File: src/rtl/conv_encoder_framer.sv
// K=3 rate-1/2 convolutional encoder (g0=111, g1=101) with framing.
// Serial bits in, one {g0,g1} symbol per divider slot, 2 zero tail bits per frame.
module conv_encoder_framer #(
    parameter int SYM_DIV   = 50,
    parameter int FRAME_LEN = 16
) (
    input  logic       clk,
    input  logic       reset,
    input  logic       din,
    input  logic       din_valid,
    output logic       din_ready,
    output logic [1:0] sym,
    output logic       sym_strobe,
    output logic       frame_active,
    output logic       frame_done,
    output logic       underrun
);

    localparam int DW = (SYM_DIV > 1) ? $clog2(SYM_DIV) : 1;
    localparam int BW = $clog2(FRAME_LEN + 1);
    localparam logic [DW-1:0] DIV_LAST = DW'(SYM_DIV - 1);
    localparam logic [BW-1:0] BIT_LAST = BW'(FRAME_LEN);
    localparam bit ONE_BIT_FRAME = (FRAME_LEN == 1);

    typedef enum logic [1:0] {
        S_IDLE,
        S_DATA,
        S_TAIL
    } state_e;

    state_e        state_q, state_d;
    logic [DW-1:0] div_cnt_q, div_cnt_d;
    logic [BW-1:0] bit_cnt_q, bit_cnt_d;
    logic          tail_cnt_q, tail_cnt_d;
    logic          d1_q, d1_d;
    logic          d2_q, d2_d;
    logic [1:0]    sym_q, sym_d;
    logic          strobe_q, strobe_d;
    logic          active_q, active_d;
    logic          done_q, done_d;
    logic          under_q, under_d;

    logic tick;
    logic accept;
    logic enc_en;
    logic enc_b;

    assign tick      = (div_cnt_q == DIV_LAST);
    assign din_ready = tick & ((state_q == S_IDLE) | (state_q == S_DATA));
    assign accept    = din_valid & din_ready;

    // Free-running symbol slot divider
    always_comb begin
        div_cnt_d = tick ? '0 : div_cnt_q + DW'(1);
    end

    // Frame sequencing, encoder update and registered output pulses
    always_comb begin
        state_d    = state_q;
        bit_cnt_d  = bit_cnt_q;
        tail_cnt_d = tail_cnt_q;
        d1_d       = d1_q;
        d2_d       = d2_q;
        sym_d      = sym_q;
        strobe_d   = 1'b0;
        done_d     = 1'b0;
        under_d    = 1'b0;
        enc_en     = 1'b0;
        enc_b      = din;

        unique case (state_q)
            S_IDLE: begin
                if (accept) begin
                    enc_en     = 1'b1;
                    bit_cnt_d  = BW'(1);
                    tail_cnt_d = 1'b0;
                    state_d    = ONE_BIT_FRAME ? S_TAIL : S_DATA;
                end
            end
            S_DATA: begin
                if (tick) begin
                    if (din_valid) begin
                        enc_en    = 1'b1;
                        bit_cnt_d = bit_cnt_q + BW'(1);
                        if ((bit_cnt_q + BW'(1)) == BIT_LAST) begin
                            state_d    = S_TAIL;
                            tail_cnt_d = 1'b0;
                        end
                    end else begin
                        under_d = 1'b1;
                    end
                end
            end
            S_TAIL: begin
                if (tick) begin
                    enc_en     = 1'b1;
                    enc_b      = 1'b0;
                    tail_cnt_d = 1'b1;
                    if (tail_cnt_q) begin
                        done_d    = 1'b1;
                        bit_cnt_d = '0;
                        state_d   = S_IDLE;
                    end
                end
            end
            default: state_d = S_IDLE;
        endcase

        if (enc_en) begin
            sym_d    = {enc_b ^ d1_q ^ d2_q, enc_b ^ d2_q};
            d2_d     = d1_q;
            d1_d     = enc_b;
            strobe_d = 1'b1;
        end

        active_d = (state_d != S_IDLE) | done_d;
    end

    // State and output registers
    always_ff @(posedge clk or posedge reset) begin
        if (reset) begin
            state_q    <= S_IDLE;
            div_cnt_q  <= '0;
            bit_cnt_q  <= '0;
            tail_cnt_q <= 1'b0;
            d1_q       <= 1'b0;
            d2_q       <= 1'b0;
            sym_q      <= 2'b00;
            strobe_q   <= 1'b0;
            active_q   <= 1'b0;
            done_q     <= 1'b0;
            under_q    <= 1'b0;
        end else begin
            state_q    <= state_d;
            div_cnt_q  <= div_cnt_d;
            bit_cnt_q  <= bit_cnt_d;
            tail_cnt_q <= tail_cnt_d;
            d1_q       <= d1_d;
            d2_q       <= d2_d;
            sym_q      <= sym_d;
            strobe_q   <= strobe_d;
            active_q   <= active_d;
            done_q     <= done_d;
            under_q    <= under_d;
        end
    end

    assign sym          = sym_q;
    assign sym_strobe   = strobe_q;
    assign frame_active = active_q;
    assign frame_done   = done_q;
    assign underrun     = under_q;

endmodule

File: config.mk
export PLATFORM = sky130hd
export DESIGN_NAME = conv_encoder_framer
export DESIGN_NICKNAME = d
export VERILOG_FILES = /design/src/rtl/conv_encoder_framer.sv
export SDC_FILE = /design/constraint.sdc
export NUM_CORES = 1
export LEC_CHECK = 0
export ABC_AREA = 0
export CORE_MARGIN = 8
export CORE_UTILIZATION = 25
export CTS_CLUSTER_SIZE = 25
export DETAILED_ROUTE_END_ITERATION = 10
export GPL_TIMING_DRIVEN = 0
export PLACE_DENSITY = 0.39
export SETUP_SLACK_MARGIN = 0.02
export SLEW_MARGIN = 10
export SYNTH_ARGS = -nofsm -noshare
export SYNTH_HDL_FRONTEND = slang
export SYNTH_SLANG_ARGS = --single-unit
File: constraint.sdc
create_clock -name clk -period 2.71 [get_ports clk]
set_input_delay 0.4065 -clock clk [delete_from_list [all_inputs] [get_ports clk]]
set_output_delay 0.4065 -clock clk [all_outputs]
set_load 0.01 [all_outputs]
==> summary.txt <==
Outcome
  – Status: finished clean

Timing
  – Final setup vio count: 0
  – Max Clk Rate: 0.399 GHz
  – Final worst path period need: 2.51 ns
  – RSZ-0062 raised after global routing: no
  – Slew at the pin closest to its max-slew limit: 0.864 ns
  – Final period util: 0.925
  – Final Hold Viols: 0
  – Slew margin rel.: 0.423
  – Setup TNS: 0 ns
  – Final slew viol count: 0
  – Clock Skew: 0.00161 ns

Synthesis
  – Post-synth EDFFs: 0
  – Area share of and/or/nand/nor cells after synthesis: 0.177
  – Top-count cell post-synth: dfrtp_1
  – Post-Synthesis Cells: 130
  – Synth area leaders: dfrtp_1, ha_1, nand3_1
  – Synth Flop Type: dfrtp_1
  – Syn nets: 143
  – Count of cell types in the netlist: 43
  – Most common library cells after synthesis: dfrtp_1, nand3_1, nor2_1
  – Syn Area/Cell: 10.3 um2
  – Yosys top cell by area: dfrtp_1
  – YS warnings: 0
  – Compound-cell area share of the yosys netlist: 0.193
  – Synth Area in XOR/XNOR: 0.0496
  – Multiplexer share of the synthesized area: 0.0514
  – Post-synthesis sequential area ratio: 0.412
  – Synth top area share: 0.412
  – Main combinational cell family by area after synthesis: compound AO/OA/AOI/OAI gates
  – Synthesized area: 1340 um2
  – Count of state elements after synthesis: 22
  – Adder-cell area share of the yosys netlist: 0.0842
  – Fraction of registers with async set/reset: 1.00

Critical path
  – Critical Path, Cell by Cell: inv_1 > ha_1 > nor3b_4 > nand3_2 > nor2_1 > clkdlybuf4s50_1
  – Critical path class: register to output pin
  – Startpoint Class: register
  – CP arrival: 2.10 ns
  – Crit-path leading delay family: buffers and inverters
  – Required time at the worst-slack endpoint: 2.30 ns
  – Worst Setup End Kind: output pin
  – Crit-path max FO: 4
  – R2R setup slack: 0.52 ns
  – Crit path from: div_cnt_q[1]
  – Worst path bufs/invs: 2
  – Slowest CP cell: clkdlybuf4s50_1
  – Worst r2r src: div_cnt_q[1]
  – Max incr delay on CP: 0.56 ns

CTS
  – Num CTS Buffers: 3
  – CTS clk-pin slew, worst paths: 0.08 ns
  – Skew-Pair Late Insertion Delay: 0.26 ns
  – Clock Sinks: 22
  – CTS root buf: clkbuf_8
  – H-tree levels: 1
  – Clk buf depth: 2
  – CTS tree: yes

Hold path
  – Worst min-delay path class: register to register
  – Hold Startpoint: sym[1]

Cells and area
  – # fillers: 580
  – Sequential Area: 551 um2
  – Layout cells sized above 1: 0.130
  – P&R area growth vs syn: 20.1%
  – Nets@finish: 160
  – Final Non-Filler Cells: 216
  – Multi-input logic area: 753 um2
  – Diode count: 0

Routing
  – Post-route ant nets: 0
  – Via count: 1034
  – DR pass1 iterations: 4
  – Initial DRC count: 50
  – Drt drc: 0
  – DR vias/cell: 4.79
  – WL/cell: 14.4 um
  – Routed WL: 3.11 mm

Power
  – Maximum vdd drop: 164 uV
  – Lkg Pwr: 0.691 nW
  – Total power: 0.597 mW
  – Power Density: 372 nW/um2

Placed design
  – Inst Count DP: 210
  – Input/output buffers: 10
  – DP HPWL: 2.31 mm
  – Final Wtd Congestion: 0.822

Floorplanning
  – Core area: 5140 um2
  – Num rows: 26
  – Die ar.: 7950 um2
  – Die H: 89.1 um
  – I/O pins: 11
  – Initial Utilization: 0.260
  – DIE WIDTH: 89.1 um

Global route
  – Total gr overflow: 0
  – Largest net degree at the start of global routing: 23
  – Total track usage: 0.0887
  – Vias in the first global route: 1108
  – Initial antenna violation count: 0
  – First-pass GRT wire length: 5.44 mm

Flow run
  – Max-Cap Viols: 0
[per-stage QoR]
| stage | area (um2) | hold slack, ns | util | worst slack [ns] |
|---|---|---|---|---|
| 2_1_floorplan | 1340 | 0.396 | - | 0.672 |
| 3_3_place_gp | 1530 | 0.492 | 0.297 | 0.261 |
| 3_5_place_dp | 1530 | 0.502 | 0.297 | 0.290 |
| 4_1_cts | 1590 | 0.522 | 0.309 | 0.0393 |
| 5_1_grt | 1610 | 0.539 | 0.313 | 0.0354 |
| 6_report | 1610 | 0.522 | 0.313 | 0.204 |
[final timing paths]
kind | end | depth (start not counted)
max in group asynchronous | tail_cnt_q | 2
min | sym[1] | 2
min reg2reg | sym[1] | 2
min in group asynchronous | div_cnt_q[2] | 2
max reg2reg | bit_cnt_q[0] | 6
max | din_ready | 6
[worst reg2reg max path, cell delays in order (launching register included)]
cell	delay, ns
dfrtp_1	0.42
inv_1	0.07
ha_1	0.18
or3b_4	0.43
o21a_4	0.27
or3_4	0.41
mux2_4	0.30
[flip-flops by register name (all words and copies together) (netlist names)]
name,cells
bit_cnt_q,5
d1_q,1
d2_q,1
div_cnt_q,6
frame_active,1
frame_done,1
state_q,2
sym,2
sym_strobe,1
tail_cnt_q,1
underrun,1
[timing repair]
| item | CTS | global route |
|---|---|---|
| hold endpoints to repair | 0 | 0 |
| hold buffers | 0 | 0 |
| setup buffers | 0 | 2 |
| endpoints found under the setup margin | 1 | 1 |
| resized for setup | 1 | 1 |
| pin swaps | 0 | 0 |
[cell usage in the layout (no fill, tap or decap), drive strengths merged, types with 3 or more instances in the layout]
cell type      netlist  final
nand3b               3      3
clkbuf               3      7
o31ai                4      4
xnor2                3      3
nand2                3      3
a21oi                3      3
nor3                 5      5
nor2                10     10
ha                   9      9
o41ai                3      3
dfrtp               22     22
inv                  9      9
nand3               10     10
or3                  3      3
o21ai                4      4
clkdlybuf4s50        0     10
mux2                 4      4
[where the power goes]
group	total (mW)	leakage [nW]	internal, mW	switching (mW)
combinational	0.0272	0.384	0.0121	0.0151
clock	0.242	0.0288	0.130	0.112
sequential	0.328	0.279	0.328	0
[cell type report]
type / instances / area share
inverters: 9 / 0.0210
repair buffers: 12 / 0.0717
clock buffers: 4 / 0.0343
well taps: 70 / 0.0545
multi-input cells: 96 / 0.469
plain buffers: 3 / 0.00701
flip-flops and latches: 22 / 0.343
[cells by family (layout without fill, tap and decap cells)]
group	Yosys count	after routing
AOI/OAI and AO/OA	33	33
xor gates and xnor gates	6	6
adders and majority gates	9	9
buffers and inverters	12	28
DFF	22	22
muxes	6	6
and+or+nand+nor	42	42
[layer usage]
metal  GRT usage  wire length [um]
met5           0                 0
met4      0.0287                51
met3      0.0257                91
met2       0.147              1550
met1       0.107              1420
Power figures use the tool's default switching activity.
